$ cat config.mk
export PLATFORM = sky130hd
export DESIGN_NAME = bin2bcd_conv_flat
export DESIGN_NICKNAME = d
export VERILOG_FILES = /design/src/rtl/bin2bcd_conv_if.sv /design/src/rtl/bin2bcd_conv.sv /design/src/flat_wrapper.sv
export SDC_FILE = /design/constraint.sdc
export NUM_CORES = 1
export LEC_CHECK = 0
export CORE_UTILIZATION = 49
export CTS_CLUSTER_SIZE = 28
export DETAILED_ROUTE_END_ITERATION = 8
export GPL_TIMING_DRIVEN = 0
export PLACE_DENSITY = 0.76
export RECOVER_POWER = 50
export REMOVE_ABC_BUFFERS = 1
export SYNTH_ARGS = -nofsm -noshare
export SYNTH_HDL_FRONTEND = slang
export SYNTH_SLANG_ARGS = --single-unit
$ cat constraint.sdc
create_clock -name clk_from_bg -period 3.4 [get_ports clk_from_bg]
set_clock_uncertainty 0.2 [all_clocks]
set_input_delay 0.68 -clock clk_from_bg [delete_from_list [all_inputs] [get_ports clk_from_bg]]
set_output_delay 0.68 -clock clk_from_bg [all_outputs]
set_load 0.01 [all_outputs]
$ cat src/rtl/bin2bcd_conv_if.sv
// Bus bundle between the bridge and the binary-to-BCD converter, plus the
// converter's outgoing digit-write channel toward the display stage.
interface bin2bcd_conv_if;
  logic [31:0] addr_from_bg;
  logic        we_from_bg;
  logic [31:0] wdata_from_bg;
  logic [31:0] rdata_2_bg;
  logic [31:0] bcd_data_2_dig;
  logic        bcd_we_2_dig;
  logic        busy_2_bg;

  // Bridge / bench side: drives the bus, observes everything the converter produces.
  modport master (
    output addr_from_bg, we_from_bg, wdata_from_bg,
    input  rdata_2_bg, bcd_data_2_dig, bcd_we_2_dig, busy_2_bg
  );

  // Converter side.
  modport slave (
    input  addr_from_bg, we_from_bg, wdata_from_bg,
    output rdata_2_bg, bcd_data_2_dig, bcd_we_2_dig, busy_2_bg
  );
endinterface

$ cat src/rtl/bin2bcd_conv.sv
// Memory-mapped binary-to-BCD converter. A write to the value register runs a
// 27-step double-dabble conversion; the eight packed BCD digits are then handed
// to the display stage with a one-cycle strobe. Values above 99,999,999 do not
// fit eight digits and are shown as all 'E' digits instead.
module bin2bcd_conv #(
  parameter logic [31:0] ADDR_DATA = 32'hFFFF_F000,
  parameter logic [31:0] ADDR_STAT = 32'hFFFF_F004
) (
  input  logic              clk_from_bg,
  input  logic              rst_from_bg,
  bin2bcd_conv_if.slave     bus
);

  typedef enum logic [1:0] {
    IDLE = 2'd0,
    CONV = 2'd1,
    DONE = 2'd2
  } state_e;

  localparam logic [31:0] MAX_DISPLAYABLE = 32'd99_999_999;
  localparam logic [31:0] OVERFLOW_CODE   = 32'hEEEE_EEEE;
  localparam logic [4:0]  NUM_ITER        = 5'd27;

  state_e      state_q, state_d;
  logic [4:0]  cnt_q, cnt_d;
  logic [31:0] acc_q, acc_d;
  logic [26:0] bin_q, bin_d;
  logic        ovf_q, ovf_d;
  logic        ovr_q, ovr_d;
  logic [31:0] bcd_q, bcd_d;
  logic        bcd_we_q, bcd_we_d;

  logic        data_wr_s;
  logic        stat_wr_s;
  logic [31:0] adj_s;
  logic [31:0] acc_shift_s;

  // Double-dabble correction: any digit of 5 or more gets +3 so that the
  // following left shift carries correctly into the next decimal digit.
  function automatic logic [31:0] dd_adjust(input logic [31:0] acc);
    logic [31:0] res;
    logic [3:0]  digit;
    res = acc;
    for (int i = 0; i < 8; i++) begin
      digit = acc[4*i +: 4];
      if (digit >= 4'd5) begin
        res[4*i +: 4] = digit + 4'd3;
      end else begin
        res[4*i +: 4] = digit;
      end
    end
    return res;
  endfunction

  assign data_wr_s   = bus.we_from_bg && (bus.addr_from_bg == ADDR_DATA);
  assign stat_wr_s   = bus.we_from_bg && (bus.addr_from_bg == ADDR_STAT);
  assign adj_s       = dd_adjust(acc_q);
  assign acc_shift_s = {adj_s[30:0], bin_q[26]};

  // Next-state, datapath and flag update for the conversion FSM.
  always_comb begin
    state_d  = state_q;
    cnt_d    = cnt_q;
    acc_d    = acc_q;
    bin_d    = bin_q;
    ovf_d    = ovf_q;
    bcd_d    = bcd_q;
    bcd_we_d = 1'b0;
    // A status write clears overrun; a dropped data write below overrides it.
    if (stat_wr_s) begin
      ovr_d = 1'b0;
    end else begin
      ovr_d = ovr_q;
    end
    case (state_q)
      IDLE: begin
        if (data_wr_s) begin
          bin_d   = bus.wdata_from_bg[26:0];
          acc_d   = 32'h0;
          cnt_d   = NUM_ITER;
          ovf_d   = (bus.wdata_from_bg > MAX_DISPLAYABLE);
          state_d = CONV;
        end else begin
          state_d = IDLE;
        end
      end
      CONV: begin
        if (data_wr_s) begin
          ovr_d = 1'b1;
        end else begin
          ovr_d = ovr_d;
        end
        acc_d = acc_shift_s;
        bin_d = {bin_q[25:0], 1'b0};
        cnt_d = cnt_q - 5'd1;
        // Last iteration: publish the finished digits on the same edge.
        if (cnt_q == 5'd1) begin
          state_d  = DONE;
          bcd_we_d = 1'b1;
          bcd_d    = ovf_q ? OVERFLOW_CODE : acc_shift_s;
        end else begin
          state_d  = CONV;
        end
      end
      DONE: begin
        if (data_wr_s) begin
          ovr_d = 1'b1;
        end else begin
          ovr_d = ovr_d;
        end
        state_d = IDLE;
      end
      default: begin
        state_d = IDLE;
      end
    endcase
  end

  // State and datapath registers; reset wins over any same-cycle write.
  always_ff @(posedge clk_from_bg) begin
    if (rst_from_bg) begin
      state_q  <= IDLE;
      cnt_q    <= 5'd0;
      acc_q    <= 32'h0;
      bin_q    <= 27'h0;
      ovf_q    <= 1'b0;
      ovr_q    <= 1'b0;
      bcd_q    <= 32'h0;
      bcd_we_q <= 1'b0;
    end else begin
      state_q  <= state_d;
      cnt_q    <= cnt_d;
      acc_q    <= acc_d;
      bin_q    <= bin_d;
      ovf_q    <= ovf_d;
      ovr_q    <= ovr_d;
      bcd_q    <= bcd_d;
      bcd_we_q <= bcd_we_d;
    end
  end

  // Combinational register read-back toward the bridge.
  always_comb begin
    if (bus.addr_from_bg == ADDR_STAT) begin
      bus.rdata_2_bg = {29'b0, ovf_q, ovr_q, (state_q != IDLE)};
    end else if (bus.addr_from_bg == ADDR_DATA) begin
      bus.rdata_2_bg = bcd_q;
    end else begin
      bus.rdata_2_bg = 32'h0;
    end
  end

  assign bus.bcd_data_2_dig = bcd_q;
  assign bus.bcd_we_2_dig   = bcd_we_q;
  assign bus.busy_2_bg      = (state_q != IDLE);

endmodule
$ cat src/flat_wrapper.sv
// flat-port wrapper written by rule: the top's interface ports become plain ports
module bin2bcd_conv_flat 
#(
  parameter logic [31:0] ADDR_DATA = 32'hFFFF_F000,
  parameter logic [31:0] ADDR_STAT = 32'hFFFF_F004
)
  (clk_from_bg, rst_from_bg, bus_addr_from_bg, bus_we_from_bg, bus_wdata_from_bg, bus_rdata_2_bg, bus_bcd_data_2_dig, bus_bcd_we_2_dig, bus_busy_2_bg);
  bin2bcd_conv_if bus_i ();
  input  logic clk_from_bg;
  input  logic rst_from_bg;
  input wire logic [$bits(bus_i.addr_from_bg)-1:0] bus_addr_from_bg;
  input wire logic [$bits(bus_i.we_from_bg)-1:0] bus_we_from_bg;
  input wire logic [$bits(bus_i.wdata_from_bg)-1:0] bus_wdata_from_bg;
  output wire logic [$bits(bus_i.rdata_2_bg)-1:0] bus_rdata_2_bg;
  output wire logic [$bits(bus_i.bcd_data_2_dig)-1:0] bus_bcd_data_2_dig;
  output wire logic [$bits(bus_i.bcd_we_2_dig)-1:0] bus_bcd_we_2_dig;
  output wire logic [$bits(bus_i.busy_2_bg)-1:0] bus_busy_2_bg;
  assign bus_i.addr_from_bg = bus_addr_from_bg;
  assign bus_i.we_from_bg = bus_we_from_bg;
  assign bus_i.wdata_from_bg = bus_wdata_from_bg;
  assign bus_rdata_2_bg = bus_i.rdata_2_bg;
  assign bus_bcd_data_2_dig = bus_i.bcd_data_2_dig;
  assign bus_bcd_we_2_dig = bus_i.bcd_we_2_dig;
  assign bus_busy_2_bg = bus_i.busy_2_bg;
  bin2bcd_conv #(.ADDR_DATA(ADDR_DATA), .ADDR_STAT(ADDR_STAT)) u_core (.clk_from_bg(clk_from_bg), .rst_from_bg(rst_from_bg), .bus(bus_i));
endmodule
==> Yosys cells after proc, flatten, opt, wreduce, memory -nomap -nowiden <==
Cells that the tools add are included.
W data, S select, Z words.
{ "word_totals": {"ff_bits": 101, "latch_bits": 0, "ram_bits": 0, "romBits": 0, "out_inout_bits": 66, "elab_cells": 67, "memories": 0} }
{ "classes": {"n_addsub": 9, "n_mul": 0, "n_div": 0, "magnitude_cmp": 9, "eq_ne": 6, "shifts": 0, "muxes": 24, "n_bitwise": 1, "n_reduce_logical": 10} }
{ "ops": {"columns": ["op", "n"], "rows": [
  ["$mux W32", 4],
  ["$eq A32 B32 Y1 const B", 2],
  ["$pmux W32 S2", 1],
  ["$pmux W27 S2", 1],
  ["$ge A4 B3 Y1 const B", 8],
  ["$gt A32 B27 Y1 const B", 1],
  ["$add A4 B2 Y4 const B", 7],
  ["$mux W4", 7],
  ["$mux W27", 1],
  ["$pmux W5 S2", 1],
  ["$reduce_and A2 Y1", 3],
  ["$eq A5 B1 Y1 const B", 1],
  ["$mux W1", 5],
  ["$mux W5", 1],
  ["$sub A5 B1 Y5 const B", 1],
  ["$pmux W2 S2", 1],
  ["$reduce_bool A2 Y1", 2],
  ["$reduce_or A2 Y1", 2],
  ["$add A3 B2 Y3 const B", 1],
  ["$mux W3", 1],
  ["$eq A2 B1 Y1 const B", 1],
  ["$eq A2 B2 Y1 const B", 1],
  ["$logic_and A1 B1 Y1", 2],
  ["$logic_not A2 Y1", 1],
  ["3 further kinds", 3]
]} }

==> Longest topological paths before layout <==
{ "depth": {"word_depth": 5, "mapped_depth": 9} }

==> Least setup slack after synthesis <==
No wires, ideal clock.
{ "synth_timing": {"path_type": "input to output", "start": "input bus_addr_from_bg[23]", "end": "output bus_rdata_2_bg[10]", "arrival_time_ns": 2.218, "required_time_ns": 2.520, "path_slack_ns": 0.302, "path_stages": 6, "n_path_buf": 2, "cell_sequence": "nand4_1 > or4_1 > clkbuf_2 > nor3_1 > clkbuf_1 > and2_1"} }
{ "synth_via": {"elab_chain_len": 3, "word_cells_on_any_way": 4} }
{ "synth_rtl": {"columns": ["item", "line", "rtl"], "rows": [
  ["start, declared", "flat_wrapper.sv:11", "input wire logic [$bits(bus_i.addr_from_bg)-1:0] bus_addr_from_bg;"],
  ["$eq A32 B32 Y1", "bin2bcd_conv.sv:146", "end else if (bus.addr_from_bg == ADDR_DATA) begin"],
  ["$mux W32", "bin2bcd_conv.sv:146", null],
  ["$mux W32 *", "bin2bcd_conv.sv:144", "if (bus.addr_from_bg == ADDR_STAT) begin"],
  ["end, declared", "flat_wrapper.sv:14", "output wire logic [$bits(bus_i.rdata_2_bg)-1:0] bus_rdata_2_bg;"]
]} }
Mark *: on every way between the ends. The rest lies on a longest branch, timed or not.

==> Worst setup path after layout <==
{ "layout_timing": {"start": "input bus_addr_from_bg[14]", "end": "output bus_rdata_2_bg[17]"} }
Same word-level chain as after synthesis.

==> impl_metrics.csv <==
group,metric,value,unit
timing,worstMarginPinSlew,0.904,ns
critical_path,cp.arrival,2.46,ns
clock_network,cts-buffers-inserted,9,
placed_design,place_congestion,0.771,
critical_path,critical_path_required,2.52,ns
routing,wl_met2,7.06,mm
final_layout,synthToLayoutAreaGrowth,32.4,%
critical_path,cp_slowest_stage_delay,0.45,ns
power,power,2.09,mW
timing,setup_violations,0,
routing,vias_per_cell,5.49,
critical_path,reg2regPathDepth,4,
timing,layout_min_cycle_time,3.34,ns
clock_network,cts_buffer_depth,2,
power,p_clk_frac,0.374,
critical_path,crit_cells,9,
logic_synthesis,yosys_warnings,0,
critical_path,critPathKind,"in -> out",
min_path,holdPathStages,2,
timing,fmax,300,MHz
logic_synthesis,synth_top_area_share,0.389,
clock_network,clk_root_buffer_cell,"clkbuf_8",
power,peakVddDrop,0.276,mV
power,sw_frac_of_total,0.233,
final_layout,final_cell_count_no_fill,869,
global_routing,grt_max_degree,65,
critical_path,cp-start-kind,"input port",
placed_design,io_buffer_count,132,
power,intPower,1.60,mW
power,switchingPower,486,uW
routing,top_layer_used,"met4",
logic_synthesis,yosysMostFrequentCell,"dfxtp_1",
routing,drtIter0Drc,236,
final_layout,layout-drive-gt1-share,0.160,
critical_path,critPathCaptureType,"output port",
floorplan,rows,37,
global_routing,first_global_vias,4742,
floorplan,dieArea,0.0110,mm2
routing,wire_per_inst,15.9,um
global_routing,grt_usage,0.253,
final_layout,diodes,0,
placed_design,dp_cells,841,
floorplan,initial_core_util,0.503,
routing,drc_errors,0,
final_layout,num-nets-final,815,
critical_path,critPathTopFamily,"buffers and inverters",
power,combPwrFrac,0.060,
min_path,hp-class,"reg -> reg",
logic_synthesis,postSynthCellCount,608,
timing,period_share,0.981,
timing,slew_headroom,0.398,
routing,ant_nets,0,
floorplan,core_area,0.0103,mm2
run_status,outcome,"finished clean",
clock_network,htree_levels,3,
logic_synthesis,synth-async-reset-ratio,0,
global_routing,antenna_found_initial,0,
power,p_seq_frac,0.566,
clock_network,cts_tree,"built",
clock_network,insertion_delay,0.37,ns
floorplan,io_pins,133,
logic_synthesis,syn-cell-area,0.00519,mm2
critical_path,critical_path_buf_inv_count,5,
power,power_density,303,mW/mm2
logic_synthesis,synth_area_leaders,"dfxtp_1 39%, mux2i_1 6.7%, a211oi_2 6.0%, nor2_1 4.9%, ha_1 4.8%",
routing,wirelength_met1,6.03,mm
logic_synthesis,synth_edf_count,0,
global_routing,gr-total-overflow,0,
placed_design,hpwlAfterDp,9.14,mm
floorplan,die_w,105,um
job,cap_viol_max_count,0,
critical_path,crit_chain,"clkdlybuf4s50_1 -> and4_1 -> nand4_1 -> buf_6 -> nor3_4 -> buf_6 -> buf_8 -> and2_1 -> clkdlybuf4s15_1",
critical_path,cp_slowest_cell,"clkdlybuf4s50_1",
logic_synthesis,post-synth-top-area-cell,"dfxtp_1",
global_routing,grt_pass1_wl,22.7,mm
routing,via_count,4772,
critical_path,cp_common_cell,"buf_6",
routing,met3_length,513,um
logic_synthesis,synth_common_cells,"101 x dfxtp_1, 68 x nor2_1, 59 x nand2_1",
logic_synthesis,yosysUniqueCellTypes,43,
clock_network,clkTransAtPathRegs,0.10,ns
floorplan,die_h,105,um
logic_synthesis,yosys_most_used_dff,"dfxtp_1",
logic_synthesis,syn_area_per_cell,8.54,um2
routing,dr.pass1.iters,7,
clock_network,clock-sinks,101,
routing,routed_wl,13.8,mm
critical_path,path_max_fanout,6,
logic_synthesis,seq_area_frac_synth,0.389,
power,power_leakage,2.81,nW
timing,maxSlewViolCount,0,
timing,hold_viol,0,
logic_synthesis,ys_ff_latch,101,
[path summary, 6_finish.rpt]
path	from	to	slack, ns
worst min register to register	u_core.acc_q[29]	u_core.acc_q[29]	0.26
worst max-delay path	bus_addr_from_bg[14]	bus_rdata_2_bg[17]	0.06
worst max register to register	u_core.state_q[0]	u_core.bus.bcd_data_2_dig[5]	0.43
worst min-delay path	u_core.acc_q[29]	u_core.acc_q[29]	0.26
[cell usage in the layout, fill, tap and decap left out, types with 5 or more instances in the layout]
cell type          n
nand4_1            6
xnor2_1            9
a31oi_1            5
buf_4              6
inv_1             22
ha_1              19
nand2_1           59
dlymetal6s2s_1    12
a2bb2oi_1          6
o22ai_1           10
dlygate4sd3_1     33
nand3_1           28
clkbuf_2          11
and2_1            29
buf_2             18
clkdlybuf4s50_1   39
nor3b_1            6
a31o_2             7
clkbuf_8           9
dfxtp_1          101
nor2_1            68
a21oi_1           44
a211oi_2          25
buf_8              5
nor3_1            19
buf_6              6
nand2b_1          11
o21ai_0           20
o221a_2            6
mux2i_1           35
dlygate4sd2_1     15
[tightest hold or removal path: stages, from the launching register on]
cell	delay [ns]
dfxtp_1	0.32
nand2_1	0.05
a21oi_1	0.05
[cells by family (layout without fill, tap and decap cells)]
group / after synthesis / after routing / share of synthesized area
xor gates and xnor gates: 9 / 9 / 0.0152
DFF: 101 / 101 / 0.389
adders and majority gates: 20 / 20 / 0.0482
AOI/OAI and AO/OA: 133 / 133 / 0.195
and+or+nand+nor: 244 / 244 / 0.225
muxes: 36 / 36 / 0.0696
buffers and inverters: 65 / 190 / 0.0573
[stage by stage]
step	hold slack (ns)	TNS, ns	instance area, um2	utilization	setup slack [ns]
5_1_grt	0.301	-0.00355	6880	0.666	-0.00355
3_5_place_dp	0.249	-40.95	6600	0.639	-1.03
2_1_floorplan	0.226	-78.40	4980	-	-1.20
4_1_cts	0.264	0	6840	0.663	0.000365
3_3_place_gp	0.241	-325.66	6470	0.627	-3.46
6_report	0.261	0	6880	0.666	0.0631
[flip-flops by register name (all words and copies together) (netlist names)]
register                   cells
u_core.bus.bcd_we_2_dig        1
u_core.bin_q                  27
u_core.state_q                 2
u_core.bus.bcd_data_2_dig     32
u_core.ovr_q                   1
u_core.ovf_q                   1
u_core.acc_q                  32
u_core.cnt_q                   5
[power by group through the flow]
stage / combinational [mW] / clock (mW) / sequential [mW]
after CTS: 0.123 / 0.791 / 1.18
final: 0.125 / 0.781 / 1.18
after floorplan: 0.0204 / 0 / 1.21
after global placement: 0.123 / 0 / 1.21
after global routing: 0.133 / 0.839 / 1.18
after detailed placement: 0.128 / 0 / 1.21
[what timing repair did]
action,CTS,global route
pin swaps,7,6
buffers inserted,9,1
gates cloned,2,1
hold buffers,0,0
endpoints found under the setup margin,53,53
gates resized for setup,121,40
[layout make-up]
| cell class | instances | area [um2] |
|---|---|---|
| Fill cell | 832 | 3440 |
| Multi-Input combinational cell | 442 | 2950 |
| Sequential cell | 101 | 2020 |
| Timing Repair Buffer | 151 | 1460 |
| Tap cell | 136 | 170 |
| Clock buffer | 10 | 128 |
| Inverter | 23 | 86.3 |
| Clock inverter | 6 | 68.8 |
[layer usage]
| metal | up-vias | global-route usage |
|---|---|---|
| met2 | 121 | 0.463 |
| met4 | 0 | 0.0795 |
| li1 | 2377 | - |
| met3 | 15 | 0.0331 |
| met1 | 2259 | 0.306 |
| met5 | - | 0 |
(Power assumes the default switching activity.)
